==> src/rtl/my_bus_tx_sequencer.sv <==
// Serial frame sequencer: collect WIDTH bits, pulse execute,
// wait EXEC_GAP cycles, then replay the frame LSB first.
module my_bus_tx_sequencer #(
  parameter int WIDTH    = 8,
  parameter int EXEC_GAP = 2
) (
  input  logic       clk,
  input  logic       rst,
  input  logic       ready,
  input  logic       dataReady,
  input  logic       dataIn,
  output logic       execute,
  output logic       dataTx,
  output logic       busy,
  output logic       overrun,
  output logic [7:0] frameCnt
);

  localparam int CW = $clog2(WIDTH + 1);
  localparam int GW = (EXEC_GAP > 0) ? $clog2(EXEC_GAP + 1) : 1;
  localparam int GL = (EXEC_GAP > 0) ? EXEC_GAP - 1 : 0;

  localparam logic [CW-1:0] BLAST = CW'(WIDTH - 1);
  localparam logic [GW-1:0] GLAST = GW'(GL);

  typedef enum logic [2:0] {
    IDLE, COLLECT, EXEC, GAP, SHIFT
  } state_t;

  state_t           state;
  state_t           state_n;
  logic [WIDTH-1:0] shreg;
  logic [WIDTH-1:0] shin;
  logic [CW-1:0]    bcnt;
  logic [GW-1:0]    gcnt;
  logic             take;

  assign take = ready & dataReady;

  // new bits enter at the top so bit 0 ends up holding the first one
  assign shin = (shreg >> 1) | (WIDTH'(dataIn) << (WIDTH - 1));

  always_ff @(posedge clk) begin
    if (rst) begin
      state    <= IDLE;
      shreg    <= '0;
      bcnt     <= '0;
      gcnt     <= '0;
      overrun  <= 1'b0;
      frameCnt <= 8'd0;
    end else begin
      state <= state_n;
      unique case (state)
        IDLE: begin
          if (take) begin
            shreg <= shin;
            bcnt  <= CW'(1);
          end
        end
        COLLECT: begin
          if (!ready) begin
            bcnt <= '0;
          end else if (dataReady) begin
            shreg <= shin;
            bcnt  <= bcnt + CW'(1);
          end
        end
        EXEC: begin
          bcnt <= '0;
          gcnt <= '0;
        end
        GAP: gcnt <= gcnt + GW'(1);
        SHIFT: begin
          shreg <= shreg >> 1;
          if (bcnt == BLAST) bcnt <= '0;
          else bcnt <= bcnt + CW'(1);
        end
        default: bcnt <= '0;
      endcase
      if (dataReady && (state == EXEC ||
          state == GAP || state == SHIFT))
        overrun <= 1'b1;
      if (state_n == EXEC)
        frameCnt <= frameCnt + 8'd1;
    end
  end

  always_comb begin
    state_n = state;
    unique case (state)
      IDLE: begin
        if (take)
          state_n = (WIDTH == 1) ? EXEC : COLLECT;
      end
      COLLECT: begin
        if (!ready)
          state_n = IDLE;
        else if (dataReady && bcnt == BLAST)
          state_n = EXEC;
      end
      EXEC:
        state_n = (EXEC_GAP == 0) ? SHIFT : GAP;
      GAP: begin
        if (gcnt == GLAST) state_n = SHIFT;
      end
      SHIFT: begin
        if (bcnt == BLAST) state_n = IDLE;
      end
      default: state_n = IDLE;
    endcase
  end

  always_comb begin
    execute = 1'b0;
    dataTx  = 1'b0;
    busy    = 1'b0;
    unique case (state)
      IDLE:    busy = 1'b0;
      COLLECT: busy = 1'b1;
      EXEC: begin
        busy    = 1'b1;
        execute = 1'b1;
      end
      GAP:     busy = 1'b1;
      SHIFT: begin
        busy   = 1'b1;
        dataTx = shreg[0];
      end
      default: busy = 1'b0;
    endcase
  end

endmodule

==> config.mk <==
export PLATFORM = sky130hd
export DESIGN_NAME = my_bus_tx_sequencer
export DESIGN_NICKNAME = d
export VERILOG_FILES = /design/src/rtl/my_bus_tx_sequencer.sv
export SDC_FILE = /design/constraint.sdc
export NUM_CORES = 1
export LEC_CHECK = 0
export CAP_MARGIN = 0
export CORE_MARGIN = 3
export CORE_UTILIZATION = 55
export CTS_CLUSTER_DIAMETER = 120
export DETAILED_ROUTE_END_ITERATION = 16
export PLACE_DENSITY_LB_ADDON = 0.1
export SETUP_SLACK_MARGIN = 0.05
export SLEW_MARGIN = 0
export SYNTH_ARGS = -nofsm -noshare
export SYNTH_HDL_FRONTEND = slang
export SYNTH_SLANG_ARGS = --single-unit
==> constraint.sdc <==
create_clock -name clk -period 2.17 [get_ports clk]
set_input_delay 0.3255 -clock clk [delete_from_list [all_inputs] [get_ports clk]]
set_output_delay 0.3255 -clock clk [all_outputs]
set_load 0.01 [all_outputs]
==> run metrics, run 1 <==
# setup viols final 0; RePlAce Congestion 0.767; wire per inst 13.7 microns; Synth area leader dfxtp_1; Setup CP Type reg2out; Max Cap Viol 0; reg2reg setup slack 580 ps; syn avg cell area 9.16 sq um; hold buffers post-CTS 0; vias in the first global route 1067; clock power share 37.4%; Achievable Freq 505 MHz; Hold Startpoint overrun; #FFs+latches synth 26; unrepaired setup endpoints after global routing false; number of synthesized flops with an enable pin 0; pre-CTS setup slack 270 ps; internal power 0.697 mW; drc violations 0; worst path required time 1840 ps; CTS max path bufs 2; first-pass GRT wire length 4550 microns; Rows 16; Setup crit start state[2]; Die X-Extent 54.3 microns; max-slew violations 0; Switching Fraction 20.2%; Post-synth ARST share 0%; DR vias 1033; number of diodes 0; VDD IR max 0.000436 V; Synth cell types 37; final net count 166; min Tclk post-route 1980 ps; syn_nets 148; endpoints failing hold 0; largest net degree at the start of global routing 23; TritonRoute pass-1 iters 4; CTS HTree Levels 1; initial antenna violation count 0; relative slew slack 75.8%; Ports 17; reg2reg start state[0]; latest clock arrival within the worst-skew pair 310 ps; Worst Clk Skew 2.60 ps; core area 2080 sq um; Initial Util 61.6%; logic gate share of total power 6.8%; Num CTS Buffers 3; share of the synthesized area in the top cell type 40.6%; Worst Hold Class reg2reg; Power Density 576 nW/um^2; Resize count post-CTS 0; status finished, final reports clean; Worst-Margin Slew 360 ps; multi-input logic area 702 sq um; GR Util All Layers 20.8%; Vias/cell 5.61; Critical Path AT 1650 ps; Post-Route WL 2510 microns; final worst-path cycle share 91.2%; Worst setup EP type output pin; setup ws final 192 ps; synth top area cells dfxtp_1 (41%), mux2i_1 (7.0%), nor2_1 (5.9%); fraction of layout cells with a size suffix above 1 9.55%; CTS Sinks 26; peak fanout along the critical path 10; CTS tree built; Mapped Cells 140; Flop pwr share 55.7%; CP startpoint kind register; switching pwr 0.176 mW; Area Growth Syn to Fin 18.2%; grt total ovfl 0; post-CTS setup buffer count 0; Die H 54.3 microns; Most used DFF post-synth dfxtp_1; number of synthesis warnings 0; clock transition at the registers of the reported paths 140 ps; Leak Pwr 0.527 nW; antenna viol nets, final 0; DIE AREA 2950 sq um; number of fill cells 172; clock root buffer master clkbuf_4; sequential cell area 523 sq um; PortBufs 16; Commonest cells post-synth dfxtp_1 (26), nor2_1 (20), nand2_1 (11); drt first-iter violations 19; Synth Cell Area 1280 sq um; post-DP HPWL 1790 microns; count leader, synth dfxtp_1; sequential element share of the synthesized area 40.6%; setup TNS 0 ps
## power by group through the flow
stage          Clock, mW  Combinational, mW  Sequential (mW)
5_1_grt            0.348             0.0660            0.487
2_1_floorplan          0             0.0412            0.496
4_1_cts            0.336             0.0597            0.487
3_5_place_dp           0             0.0594            0.497
3_3_place_gp           0             0.0578            0.497
6_report           0.327             0.0597            0.486
## flip-flops by register name, indices dropped and copies added (netlist names)
name,cells
bcnt,4
frameCnt,8
gcnt,2
overrun,1
shreg,8
state,3
## critical path, cell delays in order, from the launching register on
cell and delay [ps]:
dfxtp_2 450, nor3b_2 220, and2_1 150, clkdlybuf4s50_1 530
## metrics by stage
stage	cells	power (mW)	hold slack, ps	util (%)	cell area [sq um]
after CTS	184	0.882	473	72.7	1510
after floorplan	140	0.537	432	-	1280
after detailed placement	180	0.556	454	70.2	1460
after global routing	184	0.902	501	72.8	1520
final	184	0.873	468	72.8	1520
after global placement	180	0.554	435	70.2	1460
## cell families after synthesis
logic type / synth area share [%]
compound gates: 10.7
fa+ha+maj: 2.93
mux: 7.02
xor+xnor: 5.46
simple gates: 28.6
flops: 40.6
buf+inv: 4.68
## layout by cell type, fill, tap and decap left out, types with 3 or more instances in the layout
| master | instances |
|---|---|
| a21oi_1 | 9 |
| buf_4 | 3 |
| clkbuf_4 | 3 |
| clkdlybuf4s50_1 | 16 |
| dfxtp_1 | 24 |
| ha_1 | 3 |
| inv_1 | 6 |
| mux2i_1 | 9 |
| nand2_1 | 11 |
| nand3_1 | 5 |
| nand3b_1 | 5 |
| nand4_1 | 3 |
| nor2_1 | 20 |
| nor4_1 | 3 |
| xnor2_1 | 5 |
| xor2_1 | 3 |
## layer usage
layer	share of wire [%]	GRT usage, %	vias up
met5	0	0	-
met4	1.6	8.30	0
met3	3.4	3.27	6
met2	47	35.5	18
met1	48	26.1	485
li1	-	-	524
## area by class of cell
cell class                 instances  area share, %
multi-input combinational        102           46.3
sequential                        26           34.5
timing repair buffer              19           12.0
tap                               27           2.23
clock inverter                     1           1.98
clock buffer                       3           1.49
inverter                           6           1.49
## worst paths after layout
| check | endpoint | cells after the start |
|---|---|---|
| worst min-delay path | overrun | 2 |
| worst max register to register | frameCnt[3] | 5 |
| worst max-delay path | dataTx | 3 |
| worst min register to register | overrun | 2 |
Note: power is estimated with default switching activity, not from simulation.
==> inputs of run 2 (changes only) <==
Settings changed: CORE_ASPECT_RATIO set to 1.2.
==> run metrics, run 2 (same netlist as run 1, synthesis figures left out) <==
DR vias 1042 (was 1033); status finished, final reports clean (unchanged); endpoints failing hold 0 (unchanged); grt total ovfl 0 (unchanged); final hold slack 457 ps (was 468 ps); pre-CTS setup slack 269 ps (was 270 ps); latest clock arrival within the worst-skew pair 320 ps (was 310 ps); CTS HTree Levels 1 (unchanged); Critical-path top delay cell clkdlybuf4s50_1 (unchanged); PortBufs 16 (unchanged); TritonRoute pass-1 iters 4 (unchanged); hold buffers post-CTS 0 (unchanged); Die H 58.9 microns (was 54.3 microns); DIE AREA 2950 sq um (about the same); DP Area 1460 sq um (about the same); Worst-Margin Slew 416 ps (was 360 ps); wire per inst 13.0 microns (was 13.7 microns); worst path required time 1840 ps (about the same); Rows 18 (was 16); setup ws final 150 ps (was 192 ps); initial antenna violation count 0 (unchanged); min Tclk post-route 2020 ps (was 1980 ps); Resize count post-CTS 2 (was 0); CP peak stage delay 530 ps (about the same); RePlAce Congestion 0.820 (was 0.767); Achievable Freq 495 MHz (was 505 MHz); CTS tree built (unchanged); unrepaired setup endpoints after global routing false (unchanged); GR Util All Layers 18.7% (was 20.8%); drc violations 0 (unchanged); Post-Route WL 2420 microns (was 2510 microns); VDD IR max 0.000536 V (was 0.000436 V); # setup viols final 0 (unchanged); Worst setup EP type output pin (unchanged); setup TNS 0 ps (unchanged); peak fanout along the critical path 10 (unchanged); core area 2140 sq um (was 2080 sq um); Initial Util 59.9% (was 61.6%); max-slew violations 0 (unchanged); Ports 17 (unchanged); fraction of layout cells with a size suffix above 1 9.62% (was 9.55%); Final Instance Count excl. Fillers 186 (was 184); Area Growth Syn to Fin 18.0% (was 18.2%); CTS max path bufs 2 (unchanged); antenna viol nets, final 0 (unchanged); Max Cap Viol 0 (unchanged); final worst-path cycle share 93.1% (was 91.2%); fin area 1510 sq um (was 1520 sq um); most frequent cells in the layout dfxtp_1 (23), nor2_1 (20), clkdlybuf4s50_1 (16) (was dfxtp_1 (24), nor2_1 (20), clkdlybuf4s50_1 (16)); Num CTS Buffers 3 (unchanged); Worst Hold Class reg2reg (unchanged); CP startpoint kind register (unchanged); final net count 165 (was 166); number of diodes 0 (unchanged); placed insts 182 (was 180); most common cell after layout, fill and taps aside dfxtp_1 (unchanged); CP bufs+invs 1 (unchanged); Die X-Extent 50.1 microns (was 54.3 microns); Setup CP Type reg2out (unchanged); biggest regs frameCnt x8, shreg x8, bcnt x4 (unchanged); largest net degree at the start of global routing 24 (was 23); Leak Pwr 0.522 nW (was 0.527 nW); CTS Sinks 26 (unchanged); post-CTS setup buffer count 0 (unchanged); post-DP HPWL 1790 microns (about the same); Worst Clk Skew 1.86 ps (was 2.60 ps); CP delay by family, top buffers and inverters (unchanged); relative slew slack 72.0% (was 75.8%); drt first-iter violations 22 (was 19); Vias/cell 5.60 (was 5.61); clock transition at the registers of the reported paths 130 ps (was 140 ps); CP Cell Sequence nor3b_2, and2_1, clkdlybuf4s50_1 (unchanged); Critical Path AT 1690 ps (was 1650 ps); first-pass GRT wire length 4260 microns (was 4550 microns); clock root buffer master clkbuf_4 (unchanged); vias in the first global route 1014 (was 1067); Power Density 576 nW/um^2 (about the same)
## run 2: cell types whose count changed in the layout (fill, tap and decap cells not counted), sizes merged
cell / previous run / this run
buf: 3 / 2
## run 2: metrics by stage
step	power, mW	utilization [%]
global route	0.907	70.8
global placement	0.554	68.1
floorplan	0.537	-
finish	0.873	70.8
detailed placement	0.556	68.1
CTS	0.883	70.7
## run 2: cell type report
cell class	instances	area (sq um)
inverter	6	22.5
clock inverter	1	30.0
fill	162	626
multi-input combinational	102	702
clock buffer	3	22.5
tap	30	37.5
timing repair buffer	18	175
sequential	26	524
## run 2: where the power goes
part | total (mW) | switching, mW | internal, mW
clock | 0.327 | 0.140 | 0.187
sequential | 0.489 | 0.00713 | 0.482
combinational | 0.0565 | 0.0290 | 0.0274
total | 0.873 | 0.176 | 0.696
## run 2: per-layer routing
metal  GRT usage [%]  share of wire (%)
met5               0                  0
met4            8.70                1.7
met3            3.80                4.2
met2            32.3                 49
met1            22.0                 45
## run 2: worst paths after layout
kind,startpoint,endpoint,slack (ps),depth (start not counted)
max,state[2],dataTx,150,3
min,overrun,overrun,460,2
max reg2reg,bcnt[0],frameCnt[5],470,5
min reg2reg,overrun,overrun,460,2
## run 2: worst register-to-register path, delay by kind of cell, from the launching register on
| kind | cells | cell delay, ps |
|---|---|---|
| adder cells (fa/ha/maj) | 1 | 270 |
| XOR/XNOR | 1 | 180 |
| flip-flops | 1 | 400 |
| AND/OR/NAND/NOR | 3 | 750 |
==> inputs of run 3 (changes only) <==
Settings changed: SETUP_SLACK_MARGIN 0.05 to 0.1.
==> run metrics, run 3 (same netlist as run 1, synthesis figures left out) <==
# setup viols final 0 (unchanged); reg-to-reg endpoint frameCnt[5] (unchanged); top layer reached by signal wires met4 (unchanged); status finished, final reports clean (unchanged); min Tclk post-route 1980 ps (was 2020 ps); sequential cell area 529 sq um (was 524 sq um); initial antenna violation count 0 (unchanged); Power Density 567 nW/um^2 (was 576 nW/um^2); Die H 58.9 microns (unchanged); worst hold endpoint overrun (unchanged); post-DP HPWL 1790 microns (unchanged); relative slew slack 72.3% (was 72.0%); DIE AREA 2950 sq um (unchanged); final worst-path cycle share 91.1% (was 93.1%); worst path required time 1840 ps (about the same); Critical Path AT 1650 ps (was 1690 ps); max-slew violations 0 (unchanged); multi-input logic area 702 sq um (unchanged); first-pass GRT wire length 4260 microns (unchanged); most common cell after layout, fill and taps aside dfxtp_1 (unchanged); DR vias 1039 (was 1042); Initial Util 59.9% (unchanged); Worst Hold Class reg2reg (unchanged); reg2reg setup slack 490 ps (was 470 ps); unrepaired setup endpoints after global routing false (unchanged); met3 wire len 80 microns (was 103 microns); CP startpoint kind register (unchanged); GR Util All Layers 18.7% (unchanged); wire per inst 12.8 microns (was 13.0 microns); DP Area 1460 sq um (unchanged); final net count 168 (was 165); fin util 72.0% (was 70.8%); TritonRoute pass-1 iters 4 (unchanged); Achievable Freq 506 MHz (was 495 MHz); Hold Startpoint overrun (unchanged); biggest regs frameCnt x8, shreg x8, bcnt x4 (unchanged); clock transition at the registers of the reported paths 130 ps (about the same); hold path cells 2 (unchanged); Max Cap Viol 0 (unchanged); Worst Clk Skew 2.65 ps (was 1.86 ps); hold buffers post-CTS 0 (unchanged); RePlAce Congestion 0.820 (unchanged); drc violations 0 (unchanged); CTS HTree Levels 1 (unchanged); number of fill cells 160 (was 162); reg2reg start bcnt[0] (unchanged); clock root buffer master clkbuf_4 (unchanged); peak fanout along the critical path 10 (unchanged); Tot Pwr 0.875 mW (was 0.873 mW); vias in the first global route 1014 (unchanged); fin area 1540 sq um (was 1510 sq um); Detail Route met2 WL 1190 microns (about the same); Die X-Extent 50.1 microns (unchanged); endpoints failing hold 0 (unchanged); final hold slack 457 ps (about the same); grt total ovfl 0 (unchanged); VDD IR max 0.000535 V (was 0.000536 V); Setup CP Type reg2out (unchanged); Area Growth Syn to Fin 20.2% (was 18.0%); setup TNS 0 ps (unchanged); drt first-iter violations 21 (was 22); M1 WL 1110 microns (was 1090 microns); Num CTS Buffers 3 (unchanged); fraction of layout cells with a size suffix above 1 11.3% (was 9.62%); Worst-Margin Slew 412 ps (was 416 ps); Vias/cell 5.50 (was 5.60); number of diodes 0 (unchanged); Rows 18 (unchanged); largest net degree at the start of global routing 24 (unchanged); R2R depth 5 (unchanged); CTS Sinks 26 (unchanged); CTS tree built (unchanged); Ports 17 (unchanged); Post-Route WL 2420 microns (about the same); Worst setup EP type output pin (unchanged); core area 2140 sq um (unchanged); Leak Pwr 0.539 nW (was 0.522 nW); CTS max path bufs 2 (unchanged); most frequent cells in the layout dfxtp_1 (23), nor2_1 (20), clkdlybuf4s50_1 (16) (unchanged); antenna viol nets, final 0 (unchanged); PortBufs 16 (unchanged); latest clock arrival within the worst-skew pair 320 ps (about the same)
==> run 3: worst max-delay path: stages (launching register included) <==
cell and delay (ps):
dfxtp_4 420, nor3b_2 220, and2_1 160, clkdlybuf4s50_1 530
==> run 3: layout make-up <==
cell class	instances	area share (%)
clock inverter	1	1.95
timing repair buffer	21	12.8
sequential	26	34.3
clock buffer	3	1.46
tap	30	2.44
inverter	6	1.46
multi-input combinational	102	45.5
==> run 3: worst max path at each step <==
| stage | startpoint | end | slack (ps) | depth (start not counted) |
|---|---|---|---|---|
| floorplan | bcnt[0] | frameCnt[5] | 800 | 5 |
| global placement | ready | shreg[2] | 310 | 5 |
| detailed placement | dataReady | frameCnt[5] | 270 | 5 |
| CTS | state[0] | dataTx | 130 | 3 |
| global route | state[2] | dataTx | 110 | 3 |
| finish | state[2] | dataTx | 190 | 3 |
==> run 3: where the power goes <==
group	switching [mW]	internal [mW]	total [mW]
combinational	0.0318	0.0312	0.0630
clock	0.140	0.187	0.327
sequential	0.00522	0.480	0.485
==> run 3: metrics by stage <==
step | std cells | worst slack, ps
global route | 189 | 109
detailed placement | 182 | 269
global placement | 182 | 310
floorplan | 140 | 803
finish | 189 | 193
CTS | 186 | 134
==> run 3: metal layers <==
layer  vias to the layer above  global-route usage [%]
met5                         -                       0
met2                        23                    32.3
met3                         5                    3.80
li1                        529                       -
met1                       482                    22.0
met4                         0                    8.70
==> run 3: what timing repair did <==
| item | 4_1_cts | 5_1_grt |
|---|---|---|
| buffers inserted | 0 | 3 |
| resized for setup | 2 | 3 |
| hold endpoints to repair | 0 | 0 |
| setup endpoints to repair | 2 | 3 |
==> RTL change 1: new RTL, flow settings as in run 3 <==
Encoding of `state_t`: now one-hot (5 bits for 5 states).
--- a/src/rtl/my_bus_tx_sequencer.sv
+++ b/src/rtl/my_bus_tx_sequencer.sv
@@ -23,8 +23,8 @@
   localparam logic [CW-1:0] BLAST = CW'(WIDTH - 1);
   localparam logic [GW-1:0] GLAST = GW'(GL);
 
-  typedef enum logic [2:0] {
-    IDLE, COLLECT, EXEC, GAP, SHIFT
+  typedef enum logic [4:0] {
+    IDLE = 5'b00001, COLLECT = 5'b00010, EXEC = 5'b00100, GAP = 5'b01000, SHIFT = 5'b10000
   } state_t;
 
   state_t           state;
Function: no difference found for any inputs over 10 cycles, from zero or initial values and one cycle with rst high; not proved beyond that.
==> RTL change 1 against run 3 <==
- sequential share of layout area fell by 1.6 points
- worst hold slack improved by 49 ps
- largest cell class unchanged
- non-clock buffer count rose by 10
- setup slack improved by 74 ps
- power fell by 5.8%
- area after synthesis rose by 11%
- wire length rose by 26%
- largest power group unchanged
- sequential cell count rose by 2
- design area rose by 13%
- critical path depth rose by 2
- sequential power rose by 8.7%
- count of clock-buffer cells in the layout did not move
==> RTL change 1: results <==
export IMPL_track_usage_pct=20.4
export IMPL_synthTopCellsByArea="dfxtp_1, mux2i_1, nor2_1, a21oi_1, xor2_1"
export IMPL_vias=1304
export IMPL_synth_distinct_cells=40
export IMPL_gp_congestion=0.821
export IMPL_max_vdd_ir_drop_mv=0.570
export IMPL_antenna_found_initial=0
export IMPL_status="complete, no violations"
export IMPL_crit_fanout=7
export IMPL_crit_family="flip-flops"
export IMPL_nets=203
export IMPL_dpl_hpwl_um=2240
export IMPL_drive_gt1_share_pct=15.5
export IMPL_instances_no_fill=224
export IMPL_crit_arrival_ps=1580
export IMPL_slowest_stage="dfxtp_4"
export IMPL_slew_headroom_pct=67.3
export IMPL_top_regs="frameCnt x8, shreg x8, state x5"
export IMPL_drt_total_wl_um=3050
export IMPL_slowest_delay_ps=390
export IMPL_synth_seq_area_share_pct=39.3
export IMPL_synthesis_nets=176
export IMPL_syn_inst=168
export IMPL_pre_cts_slack_ps=34.8
export IMPL_first_global_vias=1202
export IMPL_ys_top_cells_by_count="dfxtp_1, nor2_1, a21oi_1, nand2_1, mux2i_1"
## RTL change 1: cell count changes after synthesis, sizes merged, moves of 3 or more
cell,run 3,this run
xor2,3,6
o21ai,2,5
nor3,2,6
a21oi,10,14
nand4,3,6
## RTL change 1: logic make-up (layout without fill, tap and decap cells)
logic type	after synthesis	in the layout	synth area share (%)
and+or+nand+nor	72	72	26.9
AOI/OAI and AO/OA	31	31	13.9
DFF	28	28	39.3
muxes	10	10	7.02
adders and majority gates	3	3	2.63
xor gates and xnor gates	9	9	5.53
buffers and inverters	15	40	4.74
## RTL change 1: where the power goes
part | switching [mW] | internal, mW
Sequential | 0.00890 | 0.518
Combinational | 0.0512 | 0.0463
Clock | 0.135 | 0.0648
## RTL change 1: final timing paths
check	startpoint	endpoint	slack [ps]	cells after the start
min	bcnt[1]	bcnt[1]	510	2
max	state[3]	busy	270	5
min reg2reg	bcnt[1]	bcnt[1]	510	2
max reg2reg	bcnt[0]	frameCnt[6]	380	7
## RTL change 1: layout make-up
| cell class | count | area [um2] |
|---|---|---|
| clock buffer | 3 | 22.5 |
| multi-input combinational | 125 | 816 |
| inverter | 6 | 22.5 |
| timing repair buffer | 31 | 277 |
| fill | 198 | 628 |
| tap | 31 | 38.8 |
| sequential | 28 | 573 |
## RTL change 1: routing by layer
metal | vias to the layer above | GRT usage [%] | wire, um
met5 | - | 0 | 0
li1 | 648 | - | -
met1 | 614 | 24.9 | 1340
met2 | 34 | 35.6 | 1570
met4 | 0 | 8.76 | 62
met3 | 8 | 3.10 | 79
## RTL change 1: what timing repair did
item | in CTS | in global routing
gates resized for setup | 10 | 4
buffers inserted | 2 | 0
endpoints found under the setup margin | 3 | 2
pin swaps | 0 | 0
## RTL change 1: worst min-delay path: cells and delay by family, from the launching register on
| kind | cells | cell delay, ps |
|---|---|---|
| AOI/OAI and AO/OA | 1 | 50 |
| DFF | 1 | 360 |
| and+or+nand+nor | 1 | 60 |
==> RTL change 2: new RTL, flow settings as in run 3 <==
Without the edit above. The parameter `EXEC_GAP` goes from 2 to 4.
--- a/src/rtl/my_bus_tx_sequencer.sv
+++ b/src/rtl/my_bus_tx_sequencer.sv
@@ -2,7 +2,7 @@
 // wait EXEC_GAP cycles, then replay the frame LSB first.
 module my_bus_tx_sequencer #(
   parameter int WIDTH    = 8,
-  parameter int EXEC_GAP = 2
+  parameter int EXEC_GAP = 4
 ) (
   input  logic       clk,
   input  logic       rst,
Behaviour: no difference found for any inputs over 10 cycles, from zero or initial values and one cycle with rst high; that may be too few to reach the edited logic, so the function may still have changed.
==> RTL change 2 against run 3 <==
- area after synthesis rose by 3.0%
- design area is 2.8% higher
- sequential cell count up 1
- setup slack worse by 5.8 ps
- combinational power down 4.8%
- power fell by 11%
- register-to-register slack lost 210 ps
- worst hold slack improved by 11 ps
- clock skew barely moved
- cell count increased by 6.3%
- wire length grew 15%
==> RTL change 2: results <==
export IMPL_wl_met2_um=1500
export IMPL_p_leak_nw=0.581
export IMPL_synth_distinct_cells=39
export IMPL_synthesis_nets=159
export IMPL_syn_inst=150
export IMPL_dpl_hpwl_um=1990
export IMPL_drive_gt1_share_pct=12.3
export IMPL_finalCriticalPeriod_ps=1980
export IMPL_synth_mux_area_share_pct=7.67
export IMPL_tightest_slew_ps=489
export IMPL_met3_length_um=96
export IMPL_grt_util_met2_pct=36.8
export IMPL_async_reset_ff_share_pct=0
export IMPL_fin_worst_skew_ps=3.15
export IMPL_grt_max_degree=18
export IMPL_met1_length_um=1130
export IMPL_synthXorXnorAreaFrac_pct=1.99
export IMPL_use_met1_pct=23.1
export IMPL_synthTopCellsByArea="dfxtp_1, mux2i_1, nor2_1, a21oi_1, ha_1"
export IMPL_status="complete, no violations"
export IMPL_crit_arrival_ps=1660
export IMPL_placed_cells=194
export IMPL_vias=1188
export IMPL_drt_total_wl_um=2770
export IMPL_cts_max_path_buffers=2
export IMPL_hold_path_end="gcnt[1]"
export IMPL_p_per_area_nw_per_um2=492
export IMPL_wire_per_inst_um=13.8
export IMPL_synthAdderAreaFrac_pct=3.79
export IMPL_rr_endpoint="frameCnt[5]"
export IMPL_pre_cts_slack_ps=141
export IMPL_track_usage_pct=20.4
export IMPL_synth_seq_area_share_pct=40.9
export IMPL_synth_compound_area_share_pct=16.0
export IMPL_postPlaceCellArea_um2=1520
export IMPL_grt_pass1_wl_um=4710
export IMPL_nets=181
export IMPL_first_global_vias=1111
export IMPL_gp_congestion=0.803
export IMPL_endpoint="busy"
export IMPL_drtIter0Drc=31
export IMPL_r2r_slack_ps=280
[RTL change 2: cells by family after synthesis]
logic type | Yosys count
buf+inv | 11
xor+xnor | 3
mux | 10
fa+ha+maj | 4
flops | 27
simple gates | 63
compound gates | 32
[RTL change 2: cell type report]
class / instances / area share, %
multi-input cells: 112 / 46.2
flip-flops and latches: 27 / 34.7
clock buffers: 4 / 1.66
inverters: 4 / 1.18
repair buffers: 24 / 13.9
well taps: 30 / 2.37
[RTL change 2: worst max-delay path: stages (launching register included)]
cell and delay [ps]:
dfxtp_4 440, clkinvlp_4 160, nor2_1 180, nor2_1 70
clkdlybuf4s50_1 470
[RTL change 2: timing repair]
| item | CTS | global route |
|---|---|---|
| setup buffers | 0 | 3 |
| resized for setup | 3 | 3 |
| pin swaps | 0 | 0 |
| cloned | 0 | 0 |
| setup endpoints to repair | 3 | 2 |
[RTL change 2: where the power goes]
part           internal, mW  total (mW)  switching [mW]
Clock                0.0722       0.215           0.143
Combinational        0.0304      0.0600          0.0296
Sequential            0.498       0.505         0.00748
